--- config.mk ---
export PLATFORM = sky130hd
export DESIGN_NAME = sync_fifo_param
export DESIGN_NICKNAME = d
export VERILOG_FILES = /design/src/rtl/sync_fifo_param.sv
export SDC_FILE = /design/constraint.sdc
export NUM_CORES = 1
export LEC_CHECK = 0
export CAP_MARGIN = 10
export CELL_PAD_IN_SITES_DETAIL_PLACEMENT = 1
export CELL_PAD_IN_SITES_GLOBAL_PLACEMENT = 1
export CORE_MARGIN = 2
export CORE_UTILIZATION = 49
export DETAILED_ROUTE_END_ITERATION = 12
export PLACE_DENSITY = 0.76
export SYNTH_ARGS = -nofsm -noshare
export SYNTH_HDL_FRONTEND = slang
export SYNTH_SLANG_ARGS = --single-unit
--- constraint.sdc ---
create_clock -name clk -period 3.1 [get_ports clk]
set_clock_uncertainty 0.2 [all_clocks]
set_input_delay 0.93 -clock clk [delete_from_list [all_inputs] [get_ports clk]]
set_output_delay 0.93 -clock clk [all_outputs]
set_load 0.05 [all_outputs]
--- src/rtl/sync_fifo_param.sv ---
// Single-clock parametrised FIFO: registered or show-ahead read, programmable almost flags, flush, ovf/udf.
// Optional build macro SYNC_FIFO_ERR_STICKY_EN makes ovf/udf sticky until err_clr or reset.
module sync_fifo_param #(
    parameter int WIDTH     = 64,
    parameter int DEPTH     = 16,
    parameter int PTR       = 4,
    parameter int SHOWAHEAD = 0,
    parameter int AFULL_TH  = 12,
    parameter int AEMPTY_TH = 2
) (
    input  logic             clk,
    input  logic             reset,
    input  logic             flush,
    input  logic             wren,
    input  logic [WIDTH-1:0] datain,
    output logic             wrfull,
    output logic             wralmfull,
    input  logic             rden,
    output logic [WIDTH-1:0] dataout,
    output logic             rdempty,
    output logic             rdalmempty,
    output logic [PTR:0]     usedw,
    output logic             ovf,
    output logic             udf,
    input  logic             err_clr
);

    localparam logic [PTR-1:0] PTR_ONE  = {{(PTR-1){1'b0}}, 1'b1};
    localparam logic [PTR:0]   CNT_ONE  = {{PTR{1'b0}}, 1'b1};
    localparam logic [PTR:0]   CNT_ZERO = '0;
    localparam logic [PTR:0]   DEPTH_C  = DEPTH[PTR:0];
    localparam logic [PTR:0]   AFULL_C  = AFULL_TH[PTR:0];
    localparam logic [PTR:0]   AEMPTY_C = AEMPTY_TH[PTR:0];

    logic [WIDTH-1:0] mem [DEPTH];

    logic [PTR-1:0] wr_ptr_p0;
    logic [PTR-1:0] rd_ptr_p0;
    logic [PTR:0]   cnt_p0;
    logic           full_p0;
    logic           almfull_p0;
    logic           empty_p0;
    logic           almempty_p0;
    logic           ovf_p0;
    logic           udf_p0;

    logic           wr_acc;
    logic           rd_acc;
    logic           ovf_evt;
    logic           udf_evt;
    logic           ovf_nxt;
    logic           udf_nxt;
    logic [PTR:0]   cnt_nxt;

    // Depth is a power of two, so natural overflow of the PTR-bit sum is the modulo wrap.
    function automatic logic [PTR-1:0] ptr_inc(input logic [PTR-1:0] p);
        return p + PTR_ONE;
    endfunction

    // Occupancy step, clamped to 0..DEPTH.
    function automatic logic [PTR:0] cnt_step(input logic [PTR:0] c, input logic inc,
                                              input logic dec);
        logic [PTR:0] r;
        r = c;
        if (inc && !dec && (c != DEPTH_C)) begin
            r = c + CNT_ONE;
        end else if (dec && !inc && (c != CNT_ZERO)) begin
            r = c - CNT_ONE;
        end
        return r;
    endfunction

    always_comb begin
        wr_acc  = wren & ~full_p0 & ~flush;
        rd_acc  = rden & ~empty_p0 & ~flush;
        ovf_evt = wren & full_p0 & ~flush;
        udf_evt = rden & empty_p0 & ~flush;
        cnt_nxt = flush ? CNT_ZERO : cnt_step(cnt_p0, wr_acc, rd_acc);
`ifdef SYNC_FIFO_ERR_STICKY_EN
        // Set wins over clear when both happen in the same cycle.
        ovf_nxt = ovf_evt | (ovf_p0 & ~err_clr);
        udf_nxt = udf_evt | (udf_p0 & ~err_clr);
`else
        ovf_nxt = ovf_evt;
        udf_nxt = udf_evt;
`endif
    end

`ifndef SYNC_FIFO_ERR_STICKY_EN
    logic unused_err_clr;
    assign unused_err_clr = err_clr;
`endif

    // Stage p0: pointers, occupancy and flags, all derived from the next-state count.
    always_ff @(posedge clk or posedge reset) begin
        if (reset) begin
            wr_ptr_p0   <= '0;
            rd_ptr_p0   <= '0;
            cnt_p0      <= '0;
            full_p0     <= 1'b0;
            almfull_p0  <= 1'b0;
            empty_p0    <= 1'b1;
            almempty_p0 <= 1'b1;
            ovf_p0      <= 1'b0;
            udf_p0      <= 1'b0;
        end else begin
            if (flush) begin
                wr_ptr_p0 <= '0;
                rd_ptr_p0 <= '0;
            end else begin
                if (wr_acc) wr_ptr_p0 <= ptr_inc(wr_ptr_p0);
                if (rd_acc) rd_ptr_p0 <= ptr_inc(rd_ptr_p0);
            end
            cnt_p0      <= cnt_nxt;
            full_p0     <= (cnt_nxt == DEPTH_C);
            almfull_p0  <= (cnt_nxt >= AFULL_C);
            empty_p0    <= (cnt_nxt == CNT_ZERO);
            almempty_p0 <= (cnt_nxt <= AEMPTY_C);
            ovf_p0      <= ovf_nxt;
            udf_p0      <= udf_nxt;
        end
    end

    always_ff @(posedge clk) begin
        if (wr_acc) mem[wr_ptr_p0] <= datain;
    end

    // Stage p1: read data path.
    generate
        if (SHOWAHEAD != 0) begin : g_showahead
            // Head word is visible as soon as the registered empty flag drops; forced to 0 when empty.
            assign dataout = empty_p0 ? '0 : mem[rd_ptr_p0];
        end else begin : g_registered
            logic [WIDTH-1:0] rd_data_p1;
            always_ff @(posedge clk or posedge reset) begin
                if (reset) begin
                    rd_data_p1 <= '0;
                end else if (rd_acc) begin
                    rd_data_p1 <= mem[rd_ptr_p0];
                end
            end
            assign dataout = rd_data_p1;
        end
    endgenerate

    assign wrfull     = full_p0;
    assign wralmfull  = almfull_p0;
    assign rdempty    = empty_p0;
    assign rdalmempty = almempty_p0;
    assign usedw      = cnt_p0;
    assign ovf        = ovf_p0;
    assign udf        = udf_p0;

endmodule
; ---- Word-level counts from Yosys, hierarchy flattened
; Memories as Yosys holds them, arrays and structs flattened. A register that Yosys moved wholly into a read port is not among the register bits.
; Index checks and enable logic that the tools add are counted.
[totals]
out_inout_bits = 75
n_memories = 1
register_bits = 19
mem_bits_rw = 1024
in_bits = 70
[classes]
addsub = 4
bitwise_logic = 11
magnitude_cmp = 2
reduce_logical = 10
n_eq_ne = 2
muxes = 9
[memory_table]
columns = name, words, width, rd, rd_ports_with_merged_regs, write_ports, line
row1 = mem, 16, 64, 1, 1, 1, 35  ; logic [WIDTH-1:0] mem [DEPTH];
[op_table]
columns = op, count
row1 = two-way mux 4 bit, 4
row2 = two-way mux 5 bit, 3
row3 = adder 4 x 1 -> 4 bit (second input constant), 2
row4 = AND 1 bit, 8
row5 = adder 5 x 1 -> 5 bit (second input constant), 1
row6 = equality test 5 bit (second input constant), 1
row7 = greater-or-equal comparator 5 x 4 -> 1 bit (second input constant), 1
row8 = less-or-equal comparator 5 x 2 -> 1 bit (second input constant), 1
row9 = zero test 5 bit, 1
row10 = inequality test 5 bit (second input constant), 1
row11 = nonzero test 5 bit, 1
row12 = subtractor 5 x 1 -> 5 bit (second input constant), 1
row13 = logical AND 1 bit, 4
row14 = nonzero test 2 bit, 2
row15 = NOT 1 bit, 3
row16 = zero test 1 bit, 2
row17 = two-way mux 1 bit, 2

; ---- Logic depth before layout (Yosys ltp)
; Gate-level depths: netlist of run 1.
[logic_depth]
word_depth = 10
mapped_depth = 7

; ---- Worst setup path after synthesis of run 1
; Ideal clock, no wire load.
[synth_path]
path_type = input to register
from = input port wren
to = memory mem[4][0] (enable)
setup_slack_ns = -0.520
arrival_time_ns = 2.991
path_buffers = 1
required_ns = 2.471
path_stages = 6
cell_sequence = nand2b_1 buf_2 nor2_1 nand2_1 nor2_1 and2_1
[synth_via]
elab_chain_cells = 4
[synth_lines]
columns = item, line
row1 = from (decl), 14  ; input logic wren,
row2 = AND 1 bit (2 in a row), 74  ; wr_acc = wren & ~full_p0 & ~flush;
row3 = two-way mux 1 bit, 125  ; if (wr_acc) mem[wr_ptr_p0] <= datain;
row4 = two-way mux 1 bit (implied by the code), 125
row5 = to (decl), 35
; No other way between the ends.

; ---- Final worst setup path of run 1
[layout_path]
from = register g_registered.rd_data_p1[38] (netlist: dataout[38]), read port of mem
to = output port dataout[38]
[layout_rtl]
columns = item, line
row1 = from (decl), 134  ; logic [WIDTH-1:0] rd_data_p1;
row2 = to (decl), 19  ; output logic [WIDTH-1:0] dataout,
; No word-level cell between the ends.

==> impl_metrics.json, run 1 <==
{
  "worstReg2RegStart": "wrfull",
  "hold_viol_final": 0,
  "synth_xor_area_share_pct": 0.125,
  "worstHoldStart": "dataout[29]",
  "layout-drive-gt1-share_pct": 29.6,
  "clockRootBuffer": "clkbuf_16",
  "async_reset_ff_share_pct": 7.50,
  "areaGrowthSynthToFinish_pct": 19.5,
  "fin_crit_ns": 3.05,
  "synth_cell_types": 45,
  "peakVddDrop_mv": 0.744,
  "maxCapViolations": 0,
  "syn_area_per_cell_um2": 23.0,
  "fin_crit_sh_pct": 98.3,
  "drt-initial-drc-count": 2373,
  "ant_nets": 0,
  "synthSimpleGateAreaFrac_pct": 2.80,
  "synth_area_um2": 42100,
  "worstPathRequired_ns": 1.97,
  "hold_buffers": 0,
  "grt_pass1_wl_um": 160000,
  "cts_tree": "built",
  "routedWlPerCell_um": 32.2,
  "post-cts-setup-buffer-count": 0,
  "htree_levels": 3,
  "power.density_nw_per_um2": 720,
  "io_pins": 145,
  "synth_top_family_by_area": "multiplexers",
  "cp.buffers_inverters": 1,
  "die_h_um": 297,
  "drt_pass1_iterations": 5,
  "critPathTopFamily": "buffers and inverters",
  "tightest_slew_ns": 0.690,
  "yosysTopAreaCell": "edfxtp_1",
  "start_util_pct": 49.5,
  "slew_headroom_pct": 53.4,
  "viasPerCell": 6.13,
  "crit_chain": "clkdlybuf4s50_1",
  "synth_adder_area_share_pct": 0.208,
  "yosys-mux-area-fraction_pct": 17.1,
  "place_ws_ns": -0.253,
  "synth_edf_count": 1024,
  "n_fill_cell": 7080,
  "synth_compound_area_share_pct": 0.440,
  "synth_top_area_share_pct": 73.0,
  "ys.warnings.count": 0,
  "clock_sinks": 1107,
  "min-delay-path-class": "flop to flop",
  "fmax_ghz": 0.328,
  "cp-end-kind": "output pin",
  "total_power_uw": 36300,
  "layout_commonest_cell": "edfxtp_1",
  "cp_max_fo": 2,
  "wl_um": 109000,
  "leakagePower_uw": 0.0162,
  "grt_max_degree": 69,
  "clk-insertion-delay-late_ns": 0.68,
  "cts_buffer_depth": 3,
  "drc_errors": 0,
  "port_buffers": 143,
  "setup-tns-final_ns": 0,
  "grtUsageTotal_pct": 24.9,
  "ys.flop_type": "edfxtp_1",
  "overflow": 0,
  "crit_arrival_ns": 1.92,
  "slowest_delay_ns": 0.83,
  "nets": 2205,
  "path_class": "flop to output pin",
  "die_area_um2": 88300,
  "clkTransAtPathRegs_ns": 0.06,
  "startpoint": "dataout[38]",
  "numCtsBuffers": 109,
  "crit_path_start_kind": "flop",
  "status": "completed",
  "grt_antenna_before_repair": 16,
  "vias": 20700,
  "row_count": 107,
  "ys_seq_elements": 1107,
  "rsz0062_at_grt": "no",
  "fin_ws_ns": 0.0531,
  "hpwl_um": 60800,
  "synth_fp_nets": 1909,
  "core_um2": 85100,
  "grt_pass1_vias": 22500,
  "syn_inst": 1832,
  "setup_viol": 0,
  "yosys-top-cells-area": "edfxtp_1, mux4_2, dfrtp_1",
  "drv_slew": 0,
  "ys_seq_area_share_pct": 77.9,
  "layout_common_cells": "edfxtp_1, mux4_2, nand2_1",
  "critPathSlowestCell": "clkdlybuf4s50_1",
  "gp_congestion": 0.794,
  "die_width_um": 297
}
-- report_power, final --
group / internal [uW] / total [uW] / switching [uW]
Clock: 8200 / 14000 / 5780
Combinational: 2010 / 5090 / 3080
Sequential: 16800 / 17200 / 356
Total: 27000 / 36300 / 9210
-- stage by stage --
stage	utilization, %	hold WS (ns)	instances	area [um^2]
finish	59.1	0.280	3373	50300
global route	59.1	0.309	3371	50300
CTS	59.1	0.281	3367	50300
detailed placement	54.6	0.262	3161	46500
global placement	54.6	0.259	3161	46500
floorplan	-	0.356	1832	42200
-- area by class of cell --
cell class                      count  area, um^2  share of cell area [%]
Sequential cell                  1107       32800                    65.3
Multi-Input combinational cell    624        8760                    17.4
Timing Repair Buffer              277        3440                    6.83
Clock buffer                      150        3060                    6.09
Tap cell                         1144        1430                    2.84
Clock inverter                     56         748                    1.49
Inverter                            9        37.5                  0.0746
Antenna cell                        6        15.0                  0.0298
-- cell families (layout without fill, tap and decap cells) --
family	Yosys count	after routing
other	0	6
XOR/XNOR	6	6
multiplexers	320	320
buffers and inverters	101	492
AO/OA/AOI/OAI	21	21
adder cells (fa/ha/maj)	7	7
flip-flops	1107	1107
AND/OR/NAND/NOR	270	270
-- layer usage --
metal | GRT usage, % | vias up | routed length (um)
li1 | - | 8241 | -
met3 | 4.90 | 200 | 8700
met5 | 0 | - | 127
met1 | 32.9 | 11100 | 40900
met2 | 42.7 | 1081 | 56500
met4 | 6.89 | 18 | 2500
-- Yosys cell counts, drive strengths merged, types with 5 or more instances --
| cell | instances |
|---|---|
| edfxtp | 1024 |
| mux4 | 320 |
| nand2 | 203 |
| dfrtp | 81 |
| buf | 49 |
| clkbuf | 43 |
| and2 | 19 |
| nor2 | 10 |
| inv | 9 |
| ha | 7 |
| a21oi | 6 |
| nand3 | 5 |
| nand4 | 5 |
| nor2b | 5 |
-- flip-flops by register name, indices dropped and copies added (netlist names) --
signal and cells:
rd_ptr_p0 4, rdalmempty 1, ovf 1, wrfull 1, rdempty 1, dataout 64
wralmfull 1, usedw 5, mem 1024, wr_ptr_p0 4, udf 1
-- worst paths after layout --
check,slack [ns],endpoint,depth (start not counted)
worst min-delay path,0.28,dataout[29],2
worst max-delay path,0.05,dataout[38],1
worst min register to register,0.28,dataout[29],2
max in group asynchronous,1.63,rd_ptr_p0[0],3
worst max register to register,0.41,mem[11][5],6
min in group asynchronous,0.41,usedw[4],2
-- timing repair --
action                                  CTS  global route
resized for setup                        11             0
endpoints found under the setup margin   11             0
endpoints found under the hold margin     0             0
No activity file was read; power rests on OpenSTA's default activity.
==> run 2: changes to the inputs <==
--- a/config.mk
+++ b/config.mk
@@ -11,6 +11,7 @@
 export CORE_MARGIN = 2
 export CORE_UTILIZATION = 49
 export DETAILED_ROUTE_END_ITERATION = 12
+export HOLD_SLACK_MARGIN = 0.12
 export PLACE_DENSITY = 0.76
 export SYNTH_ARGS = -nofsm -noshare
 export SYNTH_HDL_FRONTEND = slang
==> results of run 2 <==
No change in the layout: final DEF, timing and power equal those of run 1.
